## config.mk

```make
export PLATFORM = sky130hd
export DESIGN_NAME = cu_decrypt
export DESIGN_NICKNAME = d
export VERILOG_FILES = /design/src/rtl/cu_decrypt.sv
export SDC_FILE = /design/constraint.sdc
export NUM_CORES = 1
export LEC_CHECK = 0
export ABC_AREA = 1
export CAP_MARGIN = 20
export CORE_UTILIZATION = 45
export DETAILED_ROUTE_END_ITERATION = 7
export PLACE_DENSITY = 0.82
export SYNTH_ARGS = -nofsm -noshare
export SYNTH_HDL_FRONTEND = slang
export SYNTH_SLANG_ARGS = --single-unit
export TNS_END_PERCENT = 20
```

## constraint.sdc

```tcl
create_clock -name soc_clk -period 1.65 [get_ports soc_clk]
set_input_delay 0.4125 -clock soc_clk [delete_from_list [all_inputs] [get_ports soc_clk]]
set_output_delay 0.4125 -clock soc_clk [all_outputs]
set_load 0.01 [all_outputs]
```

## src/rtl/cu_decrypt.sv

```systemverilog
// Registered decode stage: maps the IDU instruction index and side fields onto the
// 32-bit control word, plus a sticky illegal-index flag held until reset.
module cu_decrypt (
    input  logic        soc_clk,
    input  logic        reset,
    input  logic        IDU_ready,
    input  logic [5:0]  Instruction_to_CU,
    input  logic [4:0]  Instruction_to_ALU,
    input  logic [4:0]  rd,
    input  logic [1:0]  pipeline_override,
    output logic [31:0] CU_out,
    output logic        CU_decode_error
);

    // valid, decode_error, halt, jump, branch, mem_write, mem_read, reg_we
    localparam logic [31:0] ACTION_MASK = 32'h0E0C_6400;

    logic [5:0]  idx;
    logic        is_r, is_ialu, is_load, is_store, is_branch;
    logic        is_jal, is_jalr, is_lui, is_auipc, is_halt, is_illegal;
    logic        reg_we, opb_imm, opa_pc, mem_unsigned, use_shamt;
    logic [1:0]  mem_size;
    logic [31:0] next_word;

    always_comb begin
        idx        = Instruction_to_CU;
        is_r       = (idx <= 6'd9);
        is_ialu    = (idx >= 6'd10) && (idx <= 6'd18);
        is_load    = (idx >= 6'd19) && (idx <= 6'd23);
        is_store   = (idx >= 6'd24) && (idx <= 6'd26);
        is_branch  = (idx >= 6'd27) && (idx <= 6'd32);
        is_jal     = (idx == 6'd33);
        is_jalr    = (idx == 6'd34);
        is_lui     = (idx == 6'd35);
        is_auipc   = (idx == 6'd36);
        is_halt    = (idx == 6'd38) || (idx == 6'd39);
        is_illegal = (idx >= 6'd40);

        reg_we = (is_r || is_ialu || is_load || is_jal || is_jalr || is_lui || is_auipc)
                 && (rd != 5'd0);
        opb_imm      = is_ialu || is_load || is_store || is_jalr || is_lui || is_auipc;
        opa_pc       = is_auipc || is_jal;
        mem_unsigned = (idx == 6'd22) || (idx == 6'd23);
        use_shamt    = (idx >= 6'd16) && (idx <= 6'd18);

        mem_size = 2'b00;
        case (idx)
            6'd20, 6'd23, 6'd25: mem_size = 2'b01;
            6'd21, 6'd26:        mem_size = 2'b10;
            default:             mem_size = 2'b00;
        endcase

        next_word = {4'b0000, 1'b1, is_illegal, is_halt, pipeline_override,
                     use_shamt, is_lui, is_jalr, is_jal || is_jalr, is_branch,
                     mem_unsigned, mem_size, is_store, is_load, opa_pc, opb_imm,
                     reg_we, rd, Instruction_to_ALU};
    end

    always_ff @(posedge soc_clk or negedge reset) begin
        if (!reset) begin
            CU_out          <= '0;
            CU_decode_error <= 1'b0;
        end else if (IDU_ready) begin
            CU_out <= next_word;
            if (is_illegal)
                CU_decode_error <= 1'b1;
        end else begin
            // Idle cycle: drop the one-shot action bits, keep the static fields.
            CU_out <= CU_out & ~ACTION_MASK;
        end
    end

endmodule

```

==> flow_summary.json <==
{
  "run_status": "complete, but fails checks",
  "failing_checks": "design-rule violations",
  "crit_required_ns": 1.24,
  "number_of_buffers_added_to_fix_hold_violations_after_cts": 0,
  "mostFrequentLayoutCell": "sky130_fd_sc_hd__nand2_1",
  "worst_path_max_delay_cell": "sky130_fd_sc_hd__clkdlybuf4s50_1",
  "rows": 19,
  "cpPeakStageDelay_ns": 0.55,
  "initial_utilization_pct": 48.83,
  "layout-area-overhead-vs-synth_pct": 53.99,
  "place_hpwl_mm": 2.787,
  "hold_viol": 0,
  "post-route-min-period_ns": 1.610,
  "syn_inst": 163,
  "antenna_cells": 0,
  "average_cell_area_after_synthesis_um2": 8.474,
  "post_dp_cell_area_mm2": 0.002016,
  "design.core.area_mm2": 0.002829,
  "routed-via-count": 1316,
  "holdCritPathClass": "input port to async pin",
  "die_height_um": 57.41,
  "filler_cell_count": 221,
  "timing.critical_path.from_type": "flop",
  "top_fanout_value_on_the_critical_path": 1,
  "drtAntennaViolNets": 0,
  "drv_slew": 0,
  "area_share_of_the_largest_cell_type_after_synthesis_pct": 52.54,
  "finalNetCount": 252,
  "power-per-cell-area_mw_per_mm2": 817.9,
  "cap_viol_max_count": 0,
  "rsz0062_at_grt": "no",
  "finClkSkew_ns": 0,
  "totalNegativeSetupSlack_ns": 0,
  "timing.setup.critical_path_class": "flop to output pin",
  "max_clock_freq_mhz": 621.1,
  "synth.top_cells.by_area": "sky130_fd_sc_hd__dfrtp_1 53%, sky130_fd_sc_hd__nand2_1 13%, sky130_fd_sc_hd__nor2_1 4.9%",
  "worst_slack_ns": 0.04001,
  "grt_start_max_net_pins": 30,
  "ys_types": 26,
  "drive_gt1_share_pct": 19.40,
  "p_total_mw": 1.740,
  "cts_tree": "done",
  "path_delay_family": "buffers and inverters",
  "final_util_pct": 75.19,
  "layout.cells.non_filler": 263,
  "clock_insertion_delay_at_the_later_pin_of_the_skew_report_ns": 0.32,
  "final_critical_path_share_of_the_clock_period_pct": 97.57,
  "grt.overflow.total": 0,
  "die_width_um": 57.41,
  "route.detailed.wl_per_inst_um": 14.18,
  "static-leakage-power_nw": 1.204,
  "ys_seq_elements": 29,
  "clock_sink_count": 29,
  "post_drt_via_cell_ratio": 5.004,
  "final_cell_mix": "47 x sky130_fd_sc_hd__nand2_1, 29 x sky130_fd_sc_hd__dfrtp_1, 25 x sky130_fd_sc_hd__clkdlybuf4s50_1",
  "synth_area_mm2": 0.001381,
  "worst-path-buf-inv": 1,
  "yosysWarningCount": 0,
  "grt_pass1_wl_mm": 6.237,
  "critPathArrivalTime_ns": 1.20,
  "antenna_found_initial": 0,
  "multi_input_area_um2": 551.8,
  "critical_path.endpoint_type": "output pin",
  "htree_levels": 2,
  "final_design_area_no_fill_mm2": 0.002127,
  "clock_tree.buffer_depth": 2,
  "die_outline_area_mm2": 0.003295,
  "floorplan.io_pins": 54,
  "drcViolationCount": 2,
  "seq_area_um2": 725.7,
  "port-buffer-count": 49,
  "cts.clk_slew.worst_paths_ns": 0.09,
  "placed_cells_incl_taps": 255,
  "numCtsBuffers": 5,
  "root_buffer_cell": "sky130_fd_sc_hd__clkbuf_4",
  "first_global_vias": 1338,
  "cp_cell_sequence": "clkdlybuf4s50_1",
  "placement.setup.worst_slack_ns": -0.2340,
  "drt_pass1_iterations": 6,
  "wl_mm": 3.730,
  "sequential_area_share_after_synthesis_pct": 52.54,
  "synth.largest_area_cell": "sky130_fd_sc_hd__dfrtp_1",
  "setup_violations": 0,
  "global_route.usage.total_pct": 25.52,
  "globalplace.congestion": 0.8789,
  "holdWs_ns": 0.4567,
  "detailedRoute.firstIterationViolations": 72,
  "vdd_drop_max_mv": 0.6161
}
[registers in the layout, summed over array words and instances (netlist names)]
| signal | count |
|---|---|
| CU_out | 28 |
| CU_decode_error | 1 |
[cells in the mapped netlist, drive strengths merged]
cell and instances:
a21oi 4, dfrtp 29, and2 1, buf 6, o31ai 2, inv 13, a31oi 3, nor2 24
nand2 52, nand3 14, conb 1, o21ai 5, nor3 1, or2 1, clkbuf 4, nand4 3
[layout make-up]
type / count / share of cell area (%)
repair buffers: 68 / 31.59
clock buffers: 7 / 2.588
well taps: 31 / 1.824
inverters: 13 / 2.529
flip-flops and latches: 29 / 34.12
multi-input cells: 114 / 25.94
clock inverters: 1 / 1.412
[power by group]
part	internal, mW	total [mW]	switching, mW
registers	0.756	0.780	0.0242
clock network	0.362	0.609	0.248
logic	0.171	0.350	0.178
total	1.29	1.74	0.450
[worst paths after layout]
kind / end / slack [ns] / cells after the start / startpoint
worst max-delay path: CU_out[14] / 0.04 / 1 / CU_out[14]$_DFF_PN0_
worst min-delay path: CU_out[11]$_DFFE_PN0P_ / 0.46 / 2 / reset
worst max register to register: CU_decode_error$_DFFE_PN0P_ / 0.87 / 1 / CU_decode_error$_DFFE_PN0P_
worst min register to register: CU_out[3]$_DFFE_PN0P_ / 0.48 / 2 / CU_out[3]$_DFFE_PN0P_
max in group asynchronous: CU_out[15]$_DFFE_PN0P_ / 0.92 / 2 / reset
min in group soc_clk: CU_out[3]$_DFFE_PN0P_ / 0.48 / 2 / CU_out[3]$_DFFE_PN0P_
[per-layer routing]
layer	part of all wire, %	GRT usage (%)	vias up	wire length, um
li1	-	-	647	-
met1	41	31.62	614	1534
met2	51	44.02	46	1916
met3	5.2	4.989	9	193
met4	2.3	9.408	0	85
met5	0	0	-	0
[timing repair]
action                                  4_1_cts  5_1_grt
setup buffers                                 0        0
endpoints found under the hold margin         0        0
endpoints found under the setup margin        9       15
gates resized for setup                       9       15
[cells by family (layout without fill, tap and decap cells)]
| kind of cell | after synthesis | count (layout) | share of synthesized area, % |
|---|---|---|---|
| AO/OA/AOI/OAI | 14 | 14 | 6.069 |
| AND/OR/NAND/NOR | 96 | 96 | 32.79 |
| flip-flops | 29 | 29 | 52.54 |
| other | 1 | 4 | 0.2715 |
| buffers and inverters | 23 | 89 | 8.333 |
Note: power is estimated with default switching activity, not from simulation.
